## config.mk

```make
export PLATFORM = sky130hd
export DESIGN_NAME = writeback_arb
export DESIGN_NICKNAME = d
export VERILOG_FILES = /design/src/rtl/datapath_pkg.sv /design/src/rtl/writeback_arb_rr_arbiter.sv /design/src/rtl/writeback_arb.sv
export SDC_FILE = /design/constraint.sdc
export NUM_CORES = 1
export LEC_CHECK = 0
export BUFFER_PORTS_ARGS = -buffer_cell sky130_fd_sc_hd__buf_2
export CORE_MARGIN = 5
export CORE_UTILIZATION = 58
export DETAILED_ROUTE_END_ITERATION = 7
export PLACE_DENSITY = 0.86
export SLEW_MARGIN = 25
export SYNTH_ARGS = -nofsm -noshare
export SYNTH_HDL_FRONTEND = slang
export SYNTH_SLANG_ARGS = --single-unit
```

## constraint.sdc

```tcl
create_clock -name CLK -period 8.54 [get_ports CLK]
set_clock_uncertainty 0.1 [all_clocks]
set_input_delay 0.427 -clock CLK [delete_from_list [all_inputs] [get_ports CLK]]
set_output_delay 0.427 -clock CLK [all_outputs]
set_load 0.1 [all_outputs]
```

## src/rtl/datapath_pkg.sv

```systemverilog
// Shared datapath types: functional-unit count, writeback holding-buffer layout
// and the tag type used by dispatch, the status table and the writeback arbiter.
package datapath_pkg;

    localparam int NUM_FU = 4;
    localparam int TAG_W  = $clog2(NUM_FU);
    localparam int REG_W  = 5;
    localparam int DATA_W = 32;

    typedef logic [TAG_W-1:0] fu_tag_t;

    typedef struct packed {
        logic              full;
        logic [REG_W-1:0]  rd;
        logic [DATA_W-1:0] data;
    } wb_buf_t;

endpackage

```

## src/rtl/writeback_arb_rr_arbiter.sv

```systemverilog
// Combinational round-robin arbiter: scans i_req upward from i_ptr with wrap and
// returns the first requester as a one-hot grant plus its encoded index.
module rr_arbiter #(
    parameter int N  = 4,
    parameter int IW = $clog2(N)
) (
    input  logic [N-1:0]  i_req,
    input  logic [IW-1:0] i_ptr,
    output logic [N-1:0]  o_grant,
    output logic [IW-1:0] o_idx
);

    // Priority scan starting at the pointer; the first hit wins.
    always_comb begin : scan
        int   c;
        logic found;
        o_grant = {N{1'b0}};
        o_idx   = {IW{1'b0}};
        found   = 1'b0;
        c       = 0;
        for (int k = 0; k < N; k++) begin
            c = int'(i_ptr) + k;
            if (c >= N) begin
                c = c - N;
            end else begin
                c = c;
            end
            if (!found && i_req[c]) begin
                found      = 1'b1;
                o_grant[c] = 1'b1;
                o_idx      = IW'(c);
            end else begin
                found = found;
            end
        end
    end

endmodule

```

## src/rtl/writeback_arb.sv

```systemverilog
// Writeback arbiter: one holding buffer per FU, round-robin retirement of one
// result per cycle, and a busy-clear that only fires if this FU still owns rd.
module writeback_arb #(
    parameter int NUM_FU = datapath_pkg::NUM_FU,
    parameter int TAG_W  = $clog2(NUM_FU),
    parameter int REG_W  = datapath_pkg::REG_W,
    parameter int DATA_W = datapath_pkg::DATA_W
) (
    input  logic                     CLK,
    input  logic                     nRST,
    input  logic                     flush,
    input  logic [NUM_FU-1:0]        fu_valid,
    output logic [NUM_FU-1:0]        fu_ready,
    input  logic [NUM_FU*REG_W-1:0]  fu_rd,
    input  logic [NUM_FU*DATA_W-1:0] fu_data,
    output logic                     wb_write,
    output logic [REG_W-1:0]         wb_sel,
    output logic [DATA_W-1:0]        wb_data,
    output logic [TAG_W-1:0]         wb_tag,
    input  logic                     rst_busy,
    input  logic [TAG_W-1:0]         rst_tag,
    output logic                     rst_clear
);

    datapath_pkg::wb_buf_t r_buf [NUM_FU];
    logic [TAG_W-1:0]      r_rr_ptr;
    logic [NUM_FU-1:0]     w_full;
    logic [NUM_FU-1:0]     w_grant;
    logic [TAG_W-1:0]      w_idx;
    logic                  w_any;

    // Collect the occupancy vector for the arbiter.
    always_comb begin
        for (int i = 0; i < NUM_FU; i++) begin
            w_full[i] = r_buf[i].full;
        end
    end

    rr_arbiter #(.N(NUM_FU), .IW(TAG_W)) u_rr (
        .i_req   (w_full),
        .i_ptr   (r_rr_ptr),
        .o_grant (w_grant),
        .o_idx   (w_idx)
    );

    assign w_any = |w_grant;

    // A buffer being drained this cycle can take a new result at the same edge.
    always_comb begin
        for (int i = 0; i < NUM_FU; i++) begin
            fu_ready[i] = ~r_buf[i].full | w_grant[i];
        end
    end

    // Output mux; everything reads zero when nothing is granted.
    always_comb begin
        if (w_any) begin
            wb_write = 1'b1;
            wb_sel   = r_buf[w_idx].rd;
            wb_data  = r_buf[w_idx].data;
            wb_tag   = w_idx;
        end else begin
            wb_write = 1'b0;
            wb_sel   = {REG_W{1'b0}};
            wb_data  = {DATA_W{1'b0}};
            wb_tag   = {TAG_W{1'b0}};
        end
    end

    // A younger dispatch to the same register re-tags the entry; leave it busy then.
    assign rst_clear = wb_write & rst_busy & (rst_tag == wb_tag);

    // Holding buffers: flush beats handshake, handshake beats drain.
    always_ff @(posedge CLK or negedge nRST) begin
        if (!nRST) begin
            for (int i = 0; i < NUM_FU; i++) begin
                r_buf[i] <= '{full: 1'b0, rd: {REG_W{1'b0}}, data: {DATA_W{1'b0}}};
            end
        end else if (flush) begin
            for (int i = 0; i < NUM_FU; i++) begin
                r_buf[i].full <= 1'b0;
            end
        end else begin
            for (int i = 0; i < NUM_FU; i++) begin
                if (fu_valid[i] && fu_ready[i]) begin
                    r_buf[i].full <= 1'b1;
                    r_buf[i].rd   <= fu_rd[i*REG_W +: REG_W];
                    r_buf[i].data <= fu_data[i*DATA_W +: DATA_W];
                end else if (w_grant[i]) begin
                    r_buf[i].full <= 1'b0;
                end
            end
        end
    end

    // Round-robin pointer moves just past the winner; flush leaves it alone.
    always_ff @(posedge CLK or negedge nRST) begin
        if (!nRST) begin
            r_rr_ptr <= {TAG_W{1'b0}};
        end else if (flush) begin
            r_rr_ptr <= r_rr_ptr;
        end else if (w_any) begin
            if (int'(w_idx) == NUM_FU - 1) begin
                r_rr_ptr <= {TAG_W{1'b0}};
            end else begin
                r_rr_ptr <= w_idx + {{(TAG_W-1){1'b0}}, 1'b1};
            end
        end
    end

endmodule

```

==> qor.yml, run 1 <==
worst_slew_margin_rel_pct: 34.9
dr.pass1.iters: 7
final_hold_viol_count: 0
clk_pin_slew_ns: 0.06
async_reset_ff_share_pct: 100
rows: 42
synth-seq-cells: 154
clock-sinks: 154
grtUsageTotal_pct: 25.8
seq_area_frac_synth_pct: 48.6
drv_cap: 0
grt_max_degree: 87
core_um2: 13300
final.min_clock_period_ns: 5.42
grt_pass1_vias: 6299
status: "finished, final reports clean"
slew_viol_final: 0
cts_tree: "done"
vias_per_cell: 5.85
whs_ns: 0.132
start_util_pct: 59.4
die_x_um: 127
dieArea_um2: 16100
place_hpwl_mm: 13.9
synth.area.top_cells: "dfrtp_1, mux2_2, mux2_4"
ys_warn_count: 0
syn_to_final_growth_pct: 21.7
critPathMaxFanout: 86
period_share_pct: 63.5
fin_nets: 938
grt_overflow: 0
ant_nets: 0
htreeDepth: 4
syn_inst: 587
synth_edf_count: 0
ys_types: 40
io_pins: 203
cts_root_buf: "clkbuf_16"
hp-class: "in2reg"
cp-start-kind: "flip-flop"
clk_latency_ns: 0.42
synth_top_area_share_pct: 48.6
path_class: "reg2out"
detailedPlace.worstSlack_ns: 3.39
gp_congestion: 0.915
clockBufferDepth: 2
rsz0062_at_grt: "false"
setup_ws_ns: 3.12
yosys.area.top_type: "dfrtp_1"
drc: 0
die_h_um: 127
ys.flop_type: "dfrtp_1"
grt_pass1_wl_mm: 32.8
portBuffers: 202
critPathRequiredTime_ns: 8.01
tns_ns: 0
dr.first_iter.drc_count: 325
wl_per_cell_um: 21.1
worst_pin_slew_ns: 0.977
cts_setup_buffers: 0
setup_violations: 0
cp-end-kind: "output pin"
arrival_ns: 4.89
antenna_found_initial: 2
synth_nets: 753
vias: 5630
synth_area_per_cell_um2: 13.5
syn_area_um2: 7930
cts_buffers: 17
max_freq_mhz: 185
wirelength_mm: 20.4
layout-drive-gt1-share_pct: 52.4
[synth_stat cells, types with 2 or more instances]
master	instances
a211oi_1	75
a21oi_1	7
a221o_1	2
a221oi_4	2
a311oi_4	2
a31oi_1	2
buf_1	5
buf_2	16
buf_4	3
buf_6	10
clkbuf_1	14
dfrtp_1	154
ha_1	8
inv_1	9
mux2_2	91
mux2_4	60
mux2i_1	40
mux4_2	2
nand2_1	7
nand3_1	4
nand3b_1	3
nor2_1	7
nor2b_1	38
nor3b_1	5
o21ai_0	5
xor2_1	2
[cells in the final DEF, fill, tap and decap left out, drive strengths merged, types with 4 or more instances in the layout]
| cell type | synthesis | layout |
|---|---|---|
| ha | 8 | 8 |
| nor2b | 38 | 38 |
| mux2 | 151 | 151 |
| nor2 | 7 | 7 |
| clkbuf | 14 | 22 |
| a21oi | 7 | 7 |
| nand2 | 7 | 7 |
| clkinv | 0 | 4 |
| inv | 9 | 10 |
| mux2i | 40 | 40 |
| dfrtp | 154 | 154 |
| buf | 34 | 213 |
| nand3 | 4 | 4 |
| nor3b | 5 | 5 |
| a211oi | 76 | 76 |
| o21ai | 5 | 5 |
[registers in the layout, indices dropped and copies added, names as in the netlist]
signal    cells
r_buf       152
r_rr_ptr      2
[timing repair]
action | CTS | global route
resized for setup | 0 | 0
hold buffers | 1 | 0
endpoints found under the hold margin | 74 | 0
[layout make-up]
type,instances,area [um^2]
Timing Repair Buffer,214,1120
Clock buffer,22,494
Antenna cell,2,5.00
Multi-Input combinational cell,376,3790
Inverter,9,33.8
Fill cell,916,3700
Tap cell,176,220
Sequential cell,154,3850
Clock inverter,10,138
[worst max-delay path, cell delays in order, from the launching register on]
cell      delay [ns]
dfrtp_1         0.81
inv_1           0.24
ha_1            0.55
o21ai_0         0.24
a21oi_4         0.76
buf_6           0.65
a211oi_1        0.19
a211oi_1        0.43
buf_2           0.51
[logic make-up after synthesis]
logic type | Yosys count | synth area share (%)
AOI/OAI and AO/OA | 103 | 10.7
and+or+nand+nor | 69 | 5.10
buffers and inverters | 57 | 4.04
xor gates and xnor gates | 3 | 0.331
muxes | 193 | 29.9
DFF | 154 | 48.6
adders and majority gates | 8 | 1.26
[metrics by stage]
stage               std cells  area, um^2  utilization (%)
floorplan                 587        7930                -
global placement          928        9000             67.4
detailed placement        928        9000             67.4
CTS                       961        9640             72.2
global route              963        9650             72.3
finish                    963        9650             72.3
[worst paths after layout]
path / startpoint / end / slack (ns) / cells after the start
worst max-delay path: r_rr_ptr[0]$_DFFE_PN0P_ / wb_sel[3] / 3.12 / 8
worst min-delay path: fu_rd[2] / r_buf[148]$_DFFE_PN0P_ / 0.13 / 2
worst max register to register: r_rr_ptr[0]$_DFFE_PN0P_ / r_buf[0]$_DFFE_PN0P_ / 3.75 / 8
worst min register to register: r_buf[112]$_DFFE_PN0P_ / r_buf[112]$_DFFE_PN0P_ / 0.40 / 1
max in group asynchronous: nRST / r_buf[44]$_DFFE_PN0P_ / 6.62 / 3
min in group asynchronous: nRST / r_buf[131]$_DFFE_PN0P_ / 0.48 / 2
[per-layer routing]
| metal | global-route usage [%] | routed length [um] |
|---|---|---|
| met1 | 31.4 | 8080 |
| met2 | 43.6 | 10300 |
| met3 | 6.94 | 1350 |
| met4 | 10.8 | 579 |
| met5 | 0 | 0 |
Power of run 1 is left out: the tool's default activity adds up to more than one toggle a clock period on the data nets, which glitch-free logic cannot reach.
==> run 2: changes to the inputs <==
--- a/config.mk
+++ b/config.mk
@@ -7,9 +7,9 @@
 export LEC_CHECK = 0
 export BUFFER_PORTS_ARGS = -buffer_cell sky130_fd_sc_hd__buf_2
 export CORE_MARGIN = 5
-export CORE_UTILIZATION = 58
+export CORE_UTILIZATION = 54
 export DETAILED_ROUTE_END_ITERATION = 7
-export PLACE_DENSITY = 0.86
+export PLACE_DENSITY = 0.81
 export SLEW_MARGIN = 25
 export SYNTH_ARGS = -nofsm -noshare
 export SYNTH_HDL_FRONTEND = slang
==> constraint.sdc (replaced) <==
create_clock -name CLK -period 5.6 [get_ports CLK]
set_clock_uncertainty 0.1 [all_clocks]
set_input_delay 0.28 -clock CLK [delete_from_list [all_inputs] [get_ports CLK]]
set_output_delay 0.28 -clock CLK [all_outputs]
set_load 0.1 [all_outputs]
==> run 2 against run 1 <==
Sequential share of layout area shrank 4.6 points. Core utilization grew 2.9 points. Die area grew 6.8%. Worst setup slack lost 2.5 ns. Cell area grew 13%.
==> qor.yml, run 2 (synthesized netlist as in run 1, its figures left out) <==
worst_slew_margin_rel_pct: 32.5
drv_cap: 0
largest_reg_flops: 152
layout-drive-gt1-share_pct: 45.1
final_common_cell: "buf_2"
postCtsHoldBufs: 119
start_util_pct: 54.8
die_h_um: 131
max_freq_mhz: 201
grt_max_degree: 82
layout_common_cells: "buf_2, dfrtp_1, dlygate4sd3_1"
rows: 44
arrival_ns: 4.60
wirelength_mm: 23.7
grtUsageTotal_pct: 26.8
cts_buffers: 17
tns_ns: 0
cp-end-kind: "output pin"
regMostFlops: "r_buf"
ant_nets: 0
vias: 6295
io_pins: 203
reg_top3: "r_buf: 152 flops, r_rr_ptr: 2 flops"
dieArea_um2: 17200
place_hpwl_mm: 13.6
wl_per_cell_um: 21.6
path_class: "reg2out"
clock-sinks: 154
syn_to_final_growth_pct: 37.4
slew_viol_final: 0
grt_pass1_vias: 6845
cts_setup_buffers: 0
setup_violations: 0
clockBufferDepth: 2
dr.first_iter.drc_count: 449
final.min_clock_period_ns: 4.98
cts_tree: "done"
cp-start-kind: "flip-flop"
worst_pin_slew_ns: 1.01
htreeDepth: 4
grt_pass1_wl_mm: 37.3
hp-class: "in2reg"
clk_latency_ns: 0.42
portBuffers: 202
clk_pin_slew_ns: 0.07
critPathMaxFanout: 41
antenna_found_initial: 3
cts_resized: 0
dr.pass1.iters: 5
fin_nets: 1063
final_hold_viol_count: 0
die_x_um: 131
gp_congestion: 0.932
period_share_pct: 89.0
vias_per_cell: 5.74
critPathRequiredTime_ns: 5.22
rsz0062_at_grt: "false"
cts_root_buf: "clkbuf_16"
drc: 0
instances_no_fill: 1096
core_um2: 14500
status: "finished, final reports clean"
grt_overflow: 0
place_inst: 936
-- run 2: metrics by stage --
stage	setup slack [ns]	instance area [um^2]	utilization [%]	hold WS, ns
after floorplan	0.314	7930	-	-0.116
after global placement	1.51	9030	62.4	0.253
after detailed placement	1.24	9030	62.4	0.271
after CTS	0.779	10800	74.6	0.000767
after global routing	0.393	10900	75.2	0.00154
final	0.618	10900	75.2	0.0143
-- run 2: final timing paths --
path / from / endpoint / slack (ns) / cells past startpoint
worst max-delay path: r_rr_ptr[0]$_DFFE_PN0P_ / wb_data[29] / 0.62 / 9
worst min-delay path: fu_data[33] / r_buf[77]$_DFFE_PN0P_ / 0.01 / 2
worst max register to register: r_rr_ptr[0]$_DFFE_PN0P_ / r_buf[139]$_DFFE_PN0P_ / 1.26 / 8
worst min register to register: r_buf[79]$_DFFE_PN0P_ / r_buf[79]$_DFFE_PN0P_ / 0.40 / 1
max in group asynchronous: nRST / r_buf[68]$_DFFE_PN0P_ / 3.80 / 4
min in group asynchronous: nRST / r_buf[146]$_DFFE_PN0P_ / 0.36 / 2
-- run 2: final cells by class --
class                   count  area, um^2
inverters                   9        33.8
fillers                   856        3590
diodes                      3        7.51
clock inverters             8        85.1
clock buffers              23         498
multi-input cells         376        3790
flip-flops and latches    154        3850
repair buffers            339        2400
well taps                 184         230
-- run 2: layer usage --
| layer | vias up | GRT usage [%] | part of all wire, % |
|---|---|---|---|
| met3 | 63 | 7.53 | 6.6 |
| met5 | - | 0 | 0 |
| li1 | 2781 | - | - |
| met1 | 3159 | 32.6 | 39 |
| met4 | 0 | 9.70 | 3.2 |
| met2 | 292 | 45.6 | 51 |
-- run 2: critical path, cell delays in order, from the launching register on --
cell	delay, ns
dfrtp_1	0.81
inv_1	0.24
ha_1	0.57
mux4_2	0.64
nand2_1	0.10
nor2_1	0.06
a221oi_4	0.30
and3_2	0.90
a211oi_1	0.16
buf_2	0.36
Power of run 2 is left out for the same reason.
